File: src/rtl/ifu_pkg.sv
// Shared types for the instruction fetch unit: FSM encoding, reset PC and FIFO entry layout.
package ifu_pkg;

   localparam logic [31:0] IFU_RESET_PC = 32'h8000_0000;

   typedef enum logic [1:0] {IDLE, REQ, WAIT, DROP} fsm_t;

   typedef struct packed {
      logic [31:0] pc;
      logic [31:0] inst;
   } ifu_entry_t;

endpackage

File: src/rtl/ifu_fifo.sv
// DEPTH-entry synchronous FIFO of fetched {pc, inst} pairs with flush; head is read combinationally.
module ifu_fifo
   import ifu_pkg::*;
#(
   parameter int DEPTH = 2,
   localparam int AW = $clog2(DEPTH),
   localparam int CW = AW + 1
) (
   input  logic          clk,
   input  logic          reset,
   input  logic          push,
   input  ifu_entry_t    push_data,
   input  logic          pop,
   input  logic          flush,
   output ifu_entry_t    head,
   output logic          full,
   output logic          empty,
   output logic [CW-1:0] count
);

   ifu_entry_t    mem [DEPTH];
   logic [AW-1:0] rd_ptr_reg;
   logic [AW-1:0] wr_ptr_reg;
   logic [CW-1:0] count_reg;
   logic          do_push;
   logic          do_pop;

   assign empty   = (count_reg == '0);
   assign full    = (count_reg == CW'(DEPTH));
   assign count   = count_reg;
   assign do_pop  = pop && !empty && !flush;
   // A full FIFO still accepts a push when the head leaves in the same cycle.
   assign do_push = push && (!full || do_pop) && !flush;
   assign head    = empty ? '0 : mem[rd_ptr_reg];

   always_ff @(posedge clk) begin
      if (reset || flush) begin
         rd_ptr_reg <= '0;
         wr_ptr_reg <= '0;
         count_reg  <= '0;
      end else begin
         if (do_push) wr_ptr_reg <= wr_ptr_reg + 1'b1;
         if (do_pop)  rd_ptr_reg <= rd_ptr_reg + 1'b1;
         count_reg <= count_reg + CW'(do_push) - CW'(do_pop);
      end
   end

   always_ff @(posedge clk) begin
      if (do_push) mem[wr_ptr_reg] <= push_data;
   end

endmodule

File: src/rtl/ifu_fetch.sv
// Fetch stage: owns the fetch PC, keeps one imem read outstanding and buffers words for the core.
// Define IFU_PERF_EN to add the fetch/stall performance counters.
module ifu_fetch
   import ifu_pkg::*;
#(
   parameter logic [31:0] RESET_PC = IFU_RESET_PC,
   parameter int          DEPTH    = 2
) (
   input  logic        clk,
   input  logic        reset,
   output logic        imem_req_valid,
   output logic [31:0] imem_req_addr,
   input  logic        imem_req_ready,
   input  logic        imem_resp_valid,
   input  logic [31:0] imem_resp_data,
   output logic        inst_valid,
   output logic [31:0] inst,
   output logic [31:0] inst_pc,
   input  logic        inst_ready,
   input  logic        redirect_valid,
   input  logic [31:0] redirect_pc
`ifdef IFU_PERF_EN
   ,
   output logic [31:0] perf_fetch_cnt,
   output logic [31:0] perf_stall_cnt
`endif
);

   localparam int CW = $clog2(DEPTH) + 1;

   fsm_t          state_reg;
   logic [31:0]   fetch_pc_reg;
   logic [31:0]   req_pc_reg;
   ifu_entry_t    head;
   ifu_entry_t    push_entry;
   logic          fifo_full;
   logic          fifo_empty;
   logic [CW-1:0] fifo_count;
   logic [CW-1:0] count_after;
   logic          push;
   logic          pop;

   // A redirect discards both the buffered words and any response landing in that cycle.
   assign pop         = inst_ready && !fifo_empty && !redirect_valid;
   assign push        = (state_reg == WAIT) && imem_resp_valid && !redirect_valid;
   assign push_entry  = '{pc: req_pc_reg, inst: imem_resp_data};
   assign count_after = fifo_count + CW'(1) - CW'(pop);

   ifu_fifo #(.DEPTH(DEPTH)) u_fifo (
      .clk       (clk),
      .reset     (reset),
      .push      (push),
      .push_data (push_entry),
      .pop       (pop),
      .flush     (redirect_valid),
      .head      (head),
      .full      (fifo_full),
      .empty     (fifo_empty),
      .count     (fifo_count)
   );

   assign imem_req_valid = (state_reg == REQ);
   assign imem_req_addr  = fetch_pc_reg;
   assign inst_valid     = !fifo_empty;
   assign inst           = head.inst;
   assign inst_pc        = head.pc;

   always_ff @(posedge clk) begin
      if (reset) begin
         state_reg    <= IDLE;
         fetch_pc_reg <= RESET_PC;
         req_pc_reg   <= RESET_PC;
      end else if (redirect_valid) begin
         fetch_pc_reg <= redirect_pc & 32'hFFFF_FFFC;
         case (state_reg)
            WAIT:    state_reg <= imem_resp_valid ? REQ : DROP;
            REQ:     state_reg <= imem_req_ready ? DROP : REQ;
            DROP:    state_reg <= imem_resp_valid ? REQ : DROP;
            default: state_reg <= REQ;
         endcase
      end else begin
         case (state_reg)
            IDLE: if (!fifo_full) state_reg <= REQ;
            REQ: begin
               if (imem_req_ready) begin
                  req_pc_reg   <= fetch_pc_reg;
                  fetch_pc_reg <= fetch_pc_reg + 32'd4;
                  state_reg    <= WAIT;
               end
            end
            WAIT: begin
               if (imem_resp_valid)
                  state_reg <= (count_after < CW'(DEPTH)) ? REQ : IDLE;
            end
            DROP: if (imem_resp_valid) state_reg <= REQ;
            default: state_reg <= IDLE;
         endcase
      end
   end

`ifdef IFU_PERF_EN
   logic [31:0] fetch_cnt_reg;
   logic [31:0] stall_cnt_reg;

   always_ff @(posedge clk) begin
      if (reset) begin
         fetch_cnt_reg <= '0;
         stall_cnt_reg <= '0;
      end else begin
         if (push) fetch_cnt_reg <= fetch_cnt_reg + 32'd1;
         if (inst_ready && fifo_empty && !redirect_valid) stall_cnt_reg <= stall_cnt_reg + 32'd1;
      end
   end

   assign perf_fetch_cnt = fetch_cnt_reg;
   assign perf_stall_cnt = stall_cnt_reg;
`endif

endmodule
File: config.mk
export PLATFORM = sky130hd
export DESIGN_NAME = ifu_fetch
export DESIGN_NICKNAME = d
export VERILOG_FILES = /design/src/rtl/ifu_pkg.sv /design/src/rtl/ifu_fifo.sv /design/src/rtl/ifu_fetch.sv
export SDC_FILE = /design/constraint.sdc
export NUM_CORES = 1
export LEC_CHECK = 0
export ABC_CLOCK_PERIOD_IN_PS = 4450
export BUFFER_PORTS_ARGS = -buffer_cell sky130_fd_sc_hd__buf_4
export CAP_MARGIN = 20
export CORE_MARGIN = 2
export CORE_UTILIZATION = 35
export CTS_BUF_LIST = sky130_fd_sc_hd__clkbuf_2 sky130_fd_sc_hd__clkbuf_4 sky130_fd_sc_hd__clkbuf_8
export DETAILED_ROUTE_END_ITERATION = 6
export GPL_ROUTABILITY_DRIVEN = 0
export SYNTH_ARGS = -nofsm -noshare
export SYNTH_HDL_FRONTEND = slang
export SYNTH_SLANG_ARGS = --single-unit
File: constraint.sdc
create_clock -name clk -period 4.45 [get_ports clk]
set_clock_uncertainty 0.15 [all_clocks]
set_input_delay 0.89 -clock clk [delete_from_list [all_inputs] [get_ports clk]]
set_output_delay 0.89 -clock clk [all_outputs]
set_load 0.01 [all_outputs]
* Yosys cells after proc, flatten, opt, wreduce, memory -nomap -nowiden *
Memory sizes are Yosys's and may differ from the RTL's. A register that Yosys moved wholly into a read port is not among the register bits.
Cells that the tools add are included.

word-level totals
  flip-flop bits (word level) = 70
  memory bits (writable) = 128
  output and inout bits = 98
  word-level logic and storage cells = 66
  memories = 1

operators by class
  add/sub/neg operators = 7
  order comparisons = 1
  eq/ne operators = 8
  multiplexer cells = 18
  bitwise operators = 1
  reductions and logical operators = 23

memories
  memory      depth  width  rd ports  clocked after memory_dff  write ports  RTL line        text
  u_fifo.mem  2      64     1         1                         1            ifu_fifo.sv:21  ifu_entry_t mem [DEPTH];

operator list
  kind                                                    count
  2-to-1 mux 32 bit                                       3
  2-to-1 mux 64 bit                                       1
  adder 32 x 3 -> 32 bit (second input constant)          1
  2-to-1 mux 2 bit                                        7
  inequality test 3 bit (second input constant)           3
  logical AND 1 bit                                       8
  case mux 2 bit (4 select lines)                         1
  == test 2 bit (second input constant)                   3
  2-to-1 mux 1 bit                                        5
  zero test 2 bit                                         2
  case mux 2 bit (2 select lines)                         1
  AND reduction 2 bit                                     2
  AND reduction 4 bit                                     1
  nonzero test 2 bit                                      2
  OR reduction 2 bit                                      2
  subtractor 2 x 1 -> 2 bit                               2
  zero test 1 bit                                         3
  inequality test 3 x 1 -> 1 bit (second input constant)  1
  AND reduction 3 bit                                     1
  adder 1 bit (second input constant)                     2
  adder 2 x 1 -> 2 bit                                    1
  adder 2 x 1 -> 2 bit (second input constant)            1
  == test 2 x 1 -> 1 bit (second input constant)          1
  logical OR 1 bit                                        2
  other kinds (2)                                         2

* Longest topological paths before layout *
Gate-level depths: netlist (run 1).

  depth after elaboration = 11
  mapped depth = 10
  mapped depth without buffers = 10

* Modules after synthesis *
From an unflattened synthesis (run 1), not the netlist that was laid out.

unflattened totals
  cells, all modules = 691
  area total of the unflattened synthesis = 8119.0 um^2

by module, submodules not included
  module     times used  cells each  area each (um^2)
  ifu_fifo   1           299         5072.4
  ifu_fetch  1           392         3046.7

* Least setup slack after synthesis (run 1) *
OpenSTA, ideal clock, no wires.

  path kind = input to register
  start point = input redirect_valid
  end point = memory u_fifo.mem[0][0] (netlist name) (enable)
  arrival time = 4.108 ns
  data required time = 3.810 ns
  slack = -0.297 ns
  cell stages on the path = 3
  cell sequence = nand4bb_1 -> a21oi_1 -> nor2b_1

on the way
  word-level cells in the longest chain between the ends = 9

ends and longest elaborated chain
  element                                   RTL line         text
  start, declared                           ifu_fetch.sv:20  input logic redirect_valid,
  zero test 1 bit *                         n/a
  logical AND 1 bit                         ifu_fetch.sv:44  assign pop = inst_ready && !fifo_empty && !redirect_valid;
  logical AND 1 bit (2 in series)           ifu_fifo.sv:31   assign do_pop = pop && !empty && !flush;
  logical OR 1 bit                          ifu_fifo.sv:33   assign do_push = push && (!full || do_pop) && !flush;
  logical AND 1 bit                         ifu_fifo.sv:33
  logical AND 1 bit *                       ifu_fifo.sv:33
  2-to-1 mux 1 bit *                        ifu_fifo.sv:49   if (do_push) mem[wr_ptr_reg] <= push_data;
  2-to-1 mux 1 bit (implied by the code) *  ifu_fifo.sv:49
  end, declared                             ifu_fifo.sv:21

Every way passes the cells marked *; elsewhere a longest branch is shown, timed or not.

==> results of run 1 <==
## kinds of logic after synthesis
logic type / synth area share
AND/OR/NAND/NOR: 0.154
flip-flops: 0.647
AO/OA/AOI/OAI: 0.0691
multiplexers: 0.0793
buffers and inverters: 0.0273
XOR/XNOR: 0.0179
adder cells (fa/ha/maj): 0.00480
other: 0.000479
## where the power goes
part | switching (W) | total [W] | internal (W)
logic | 0.0000949 | 0.000191 | 0.0000962
clock network | 0.000619 | 0.00114 | 0.000525
registers | 0.0000487 | 0.00195 | 0.00191
total | 0.000762 | 0.00329 | 0.00253
## layout make-up
class / count / area (um^2)
flip-flops and latches: 191 / 5070
multi-input cells: 418 / 2570
inverters: 7 / 26.3
repair buffers: 170 / 1290
clock inverters: 13 / 155
clock buffers: 19 / 249
fillers: 2090 / 12200
well taps: 280 / 350
## cells in the mapped netlist (7+ instances only)
cell	instances	area [um^2]
xor2_1	7	61.3
nor2_1	96	360
a21oi_1	33	165
mux2i_1	62	621
xnor2_1	9	78.8
edfxtp_1	124	3720
nor4_1	8	50.1
a311oi_1	11	96.3
a211oi_1	12	90.1
clkbuf_1	38	143
dfxtp_1	67	1340
nand4_1	12	75.1
nand3_1	8	40.0
nand2_1	80	300
o21ai_0	7	35.0
## layer usage
layer,part of all wire,up-vias,wire [um]
met1,0.49,2539,8470
li1,-,2687,-
met3,0.059,11,1030
met4,0.0080,0,140
met5,0,-,0
met2,0.45,168,7810
## layout by cell type (no fill, tap or decap), drive strengths merged, types with 8 or more instances in the layout
cell | netlist | routed
a211oi | 12 | 12
a21oi | 33 | 33
a311oi | 11 | 11
buf | 7 | 170
clkbuf | 38 | 19
dfxtp | 67 | 67
edfxtp | 124 | 124
inv | 7 | 12
mux2i | 62 | 62
nand2 | 80 | 80
nand3 | 8 | 8
nand4 | 15 | 15
nor2 | 96 | 96
nor4 | 8 | 8
xnor2 | 9 | 9
## final timing paths
kind | endpoint | startpoint | cells past startpoint | slack, ns
setup reg to reg | u_fifo.mem[0][3] | state_reg[1] | 4 | 1.95
setup / recovery | inst_pc[14] | register | 4 | 1.24
hold reg to reg | u_fifo.mem[0][46] | req_pc_reg[14] | 0 | 0.31
hold / removal | u_fifo.mem[0][46] | req_pc_reg[14] | 0 | 0.31
## per-stage QoR
step | util | area, um^2
after floorplan | - | 7840
after global placement | 0.425 | 9310
after detailed placement | 0.425 | 9310
after CTS | 0.444 | 9710
after global routing | 0.444 | 9710
final | 0.444 | 9710
==> impl_metrics.json, run 1 <==
{
  "status": "finished clean",
  "critical_path_class": "register to primary output",
  "gr-usage-all-layers": 0.149,
  "hold_class": "register to register",
  "slew_headroom": 0.426,
  "total_power_w": 0.00329,
  "async_flop_share": 0,
  "startpoint_type": "register",
  "syn-cell-area_um2": 7820,
  "antenna_cells": 0,
  "ir_drop_mv": 0.165,
  "synth_cell_type_count": 48,
  "critPathMaxFanout": 42,
  "core_area_um2": 21900,
  "synth-seq-cells": 191,
  "met1_usage": 0.220,
  "numClockSinks": 191,
  "pre_cts_slack_ns": 1.19,
  "die_w_um": 154,
  "grtUsageMet2": 0.218,
  "critPathRequiredTime_ns": 3.41,
  "setup_ws_ns": 1.24,
  "drc": 0,
  "fin_nets": 878,
  "drt-initial-drc-count": 348,
  "htree_levels": 4,
  "power.density_nw_per_um2": 339,
  "syn_avg_cell_area_um2": 11.9,
  "worstPathCellList": "buf_4, mux2i_1, nor2_1, buf_4",
  "postCtsSetupRepairBufs": 0,
  "yosysWarnings": 0,
  "finalSetupTns_ns": 0,
  "cts_buffers": 17,
  "drtAntennaViolNets": 0,
  "viasPerCell": 4.92,
  "io_pins": 168,
  "grt_pass1_wl_mm": 27.8,
  "hpwl_mm": 11.7,
  "leakage_nw": 3.45,
  "cpPeakStageDelay_ns": 0.86,
  "drive_above_1_share": 0.260,
  "hold_slack_ns": 0.307,
  "syn2layout_area_growth_pct": 24.1,
  "globalRoute.busiestLayer": "met1",
  "syn_inst": 658,
  "drv_slew": 0,
  "fmax_mhz": 311,
  "grt_pass1_vias": 5046,
  "drt-pass1-iter-count": 5,
  "wl_per_cell_um": 15.9,
  "clock_latency_ns": 0.46,
  "endpoint_kind": "primary output",
  "fp.dieH_um": 154,
  "post_cts_resized": 0,
  "largest_register_ffs": 124,
  "dp.cells": 1066,
  "cts_tree": "done",
  "layout_min_cycle_time_ns": 3.21,
  "cts_root_buffer": "clkbuf_8",
  "clk_pin_slew_ns": 0.10,
  "ys_seq_area_frac": 0.647,
  "wl_mm": 17.4,
  "grt_max_degree": 68,
  "synth_edf_count": 124,
  "ys.flop_type": "edfxtp_1",
  "path_buf_inv": 2,
  "start_util": 0.357,
  "tightestPinTransition_ns": 0.859,
  "setup_viol": 0,
  "rows": 54,
  "dieArea_um2": 23600,
  "dr_total_vias": 5405,
  "cp_slowest_cell": "dfxtp_4",
  "crit_top_cell": "buf_4",
  "antenna_found_initial": 0,
  "fin_crit_sh": 0.722,
  "cts_max_path_buffers": 2,
  "rsz0062_at_grt": "no",
  "maxCapViolCount": 0,
  "final_cells": 1098,
  "grt_use_met3": 0.0349,
  "postCtsHoldBufs": 0,
  "gr-total-overflow": 0,
  "port_buffers": 161,
  "critical-path-top-delay-family": "flip-flops",
  "crit_arrival_ns": 2.17,
  "finalHoldViolCount": 0
}
Note: power is estimated with default switching activity, not from simulation.
==> inputs of run 2 (changes only) <==
Settings changed: ABC_AREA from default to 1, ABC_CLOCK_PERIOD_IN_PS 4450 to 2700.
Clock period 4.45 ns to 2.7 ns, I/O delays scaled along.
==> run 2 against run 1 <==
Register-to-register slack got worse by 1.3 ns. Via count rose by 18%. Core utilization is 0.49 points higher. Power grew 71%. Sequential cell count stayed put. Area after synthesis rose by 4.7%. First-iteration DRC count rose by 19%. Highest routed layer unchanged. Largest power group unchanged. Design area is 5.2% higher. Sequential share of layout area decreased by 2.6 points. Clock power grew 74%. Critical path depth unchanged. Sequential power increased by 67%.
==> impl_metrics.json, run 2 <==
{
  "clk_pin_slew_ns": 0.09,
  "critPathRequiredTime_ns": 2.01,
  "clkPwrFrac": 0.352,
  "drt-pass1-iter-count": 5,
  "synth-simple-area-share": 0.228,
  "p_seq_frac": 0.577,
  "start_util": 0.360,
  "worstPathCellList": "buf_4, nand2_1, a21oi_1, buf_4",
  "cp.depth": 4,
  "fmax_mhz": 399,
  "grt_max_degree": 64,
  "post_cts_resized": 0,
  "finalHoldViolCount": 0,
  "crit_top_cell": "buf_4",
  "synth_cell_type_count": 35,
  "final_cells": 1355,
  "r2r_slack_ns": 0.69,
  "hold_class": "primary input to register",
  "core_area_um2": 22800,
  "cpPeakStageDelay_ns": 0.48,
  "htree_levels": 4,
  "reg2reg_depth": 10,
  "fp.dieH_um": 157,
  "worstHoldPathCells": 1,
  "ys_seq_area_frac": 0.618,
  "fin_area_um2": 10200,
  "reg2reg_to": "u_fifo.count[1]",
  "dp.cells": 1323,
  "drv_slew": 0,
  "yosysWarnings": 0,
  "cts_tree": "done",
  "largest_register_ffs": 124,
  "grt_pass1_wl_mm": 30.8,
  "port_buffers": 161,
  "gr-total-overflow": 0,
  "viasPerCell": 4.72,
  "r2r-start": "u_fifo.count[1]",
  "combPwrFrac": 0.071,
  "yosysTopAreaCell": "edfxtp_1",
  "yosys.area_share.xor_xnor": 0.00428,
  "tightestPinTransition_ns": 0.871,
  "gr-usage-all-layers": 0.164,
  "layout_min_cycle_time_ns": 2.51,
  "io_pins": 168,
  "cp_slowest_cell": "dfxtp_2",
  "most-common-layout-cells": "nand2_1, buf_4, edfxtp_1",
  "drt-initial-drc-count": 414,
  "syn_inst": 877,
  "synth_compound_area_frac": 0.0959,
  "drtAntennaViolNets": 0,
  "hold_slack_ns": 0.119,
  "drc": 0,
  "path_buf_inv": 2,
  "endpoint_kind": "primary output",
  "fin_nets": 1102,
  "setup_viol": 0,
  "cts_root_buffer": "clkbuf_8",
  "dpl_cell_area_um2": 9790,
  "syn-cell-area_um2": 8190,
  "antenna_cells": 0,
  "ir_drop_mv": 0.296,
  "synth_edf_count": 124,
  "async_flop_share": 0,
  "antenna_found_initial": 0,
  "clock_latency_ns": 0.45,
  "ys.flop_type": "edfxtp_1",
  "crit_arrival_ns": 1.82,
  "status": "finished clean",
  "synth-seq-cells": 191,
  "critical-path-top-delay-family": "buffers and inverters",
  "power.switching_w": 0.00128,
  "power.internal_w": 0.00435,
  "crit_end": "inst_pc[14]",
  "syn2layout_area_growth_pct": 24.7,
  "syn_avg_cell_area_um2": 9.34,
  "rsz0062_at_grt": "no",
  "startpoint_type": "register",
  "yosysMostFrequentCell": "nand2_1",
  "muxShareOfSynthArea": 0,
  "critical_path_class": "register to primary output",
  "dr_total_vias": 6402,
  "dieArea_um2": 24600,
  "cts_max_path_buffers": 2,
  "leakage_nw": 4.04,
  "wl_mm": 20.3,
  "postCtsHoldBufs": 0,
  "die_w_um": 157,
  "synth.area.top_cells": "edfxtp_1, dfxtp_1, nand2_1",
  "hpwl_mm": 13.7,
  "slew_headroom": 0.419,
  "synth_fa_ha_area_frac": 0.00458,
  "cts_buffers": 17,
  "final_common_cell": "nand2_1",
  "postCtsSetupRepairBufs": 0,
  "grt_pass1_vias": 5875,
  "drive_above_1_share": 0.243,
  "critPathMaxFanout": 32,
  "power.density_nw_per_um2": 551,
  "wl_per_cell_um": 15.0,
  "rows": 55,
  "swShare": 0.228,
  "synth.top_cell.area_share": 0.455,
  "numClockSinks": 191,
  "fin_crit_sh": 0.928,
  "yosys-top-cells-count": "nand2_1, edfxtp_1, a21oi_1",
  "synth_top_family_by_area": "simple AND/OR/NAND/NOR gates",
  "maxCapViolCount": 0
}
==> run 2: changes by cell type after synthesis, sizes merged, moves of 9 or more <==
cell,before,now
nand2,80,257
a311oi,11,0
clkbuf,38,27
a211oi,12,3
mux2i,62,0
o21ai,7,29
nor2,96,113
nand4,15,5
buf,7,20
nand3,8,41
inv,7,51
a21oi,33,101
==> run 2: layout make-up <==
type                    count  area [um^2]
fillers                  2193        12600
flip-flops and latches    191         5070
multi-input cells         591         2760
repair buffers            177         1380
well taps                 313          392
clock buffers              21          277
inverters                  51          191
clock inverters            11          153
==> run 2: how the worst min path moves through the flow <==
stage                       startpoint                 to  slack, ns
detailed placement      req_pc_reg[10]  u_fifo.mem[0][42]       0.29
global placement        req_pc_reg[10]  u_fifo.mem[0][42]       0.28
CTS                 imem_resp_data[22]  u_fifo.mem[0][22]       0.08
global route        imem_resp_data[27]  u_fifo.mem[1][27]       0.07
finish              imem_resp_data[28]  u_fifo.mem[1][28]       0.12
floorplan                req_pc_reg[5]  u_fifo.mem[0][37]       0.27
==> run 2: cell families (layout without fill, tap and decap cells) <==
family,Yosys count,after routing
other,1,4
AO/OA/AOI/OAI,148,148
XOR/XNOR,4,4
adder cells (fa/ha/maj),3,3
flip-flops,191,191
AND/OR/NAND/NOR,432,432
buffers and inverters,98,260
==> run 2: layer usage <==
layer  GRT usage  part of all wire  vias to the layer above
met5           0                 0                        -
met4      0.0424             0.010                        0
met3      0.0391             0.064                       18
met2       0.262              0.45                      209
met1       0.223              0.47                     2943
li1            -                 -                     3232
==> run 2: power groups by stage <==
stage | clock (W) | sequential (W) | combinational [W]
after detailed placement | 0 | 0.00331 | 0.000397
after global placement | 0 | 0.00331 | 0.000391
after CTS | 0.00204 | 0.00325 | 0.000400
final | 0.00198 | 0.00325 | 0.000398
after global routing | 0.00215 | 0.00326 | 0.000442
after floorplan | 0 | 0.00330 | 0.000198
==> run 2: metrics by stage <==
step	utilization	total power (W)	setup slack, ns	setup TNS [ns]
6_report	0.449	0.00563	0.194	0
5_1_grt	0.449	0.00586	0.0257	0
4_1_cts	0.449	0.00568	0.0673	0
3_5_place_dp	0.430	0.00371	0.474	0
3_3_place_gp	0.430	0.00370	0.490	0
2_1_floorplan	-	0.00350	-0.479	-58.59
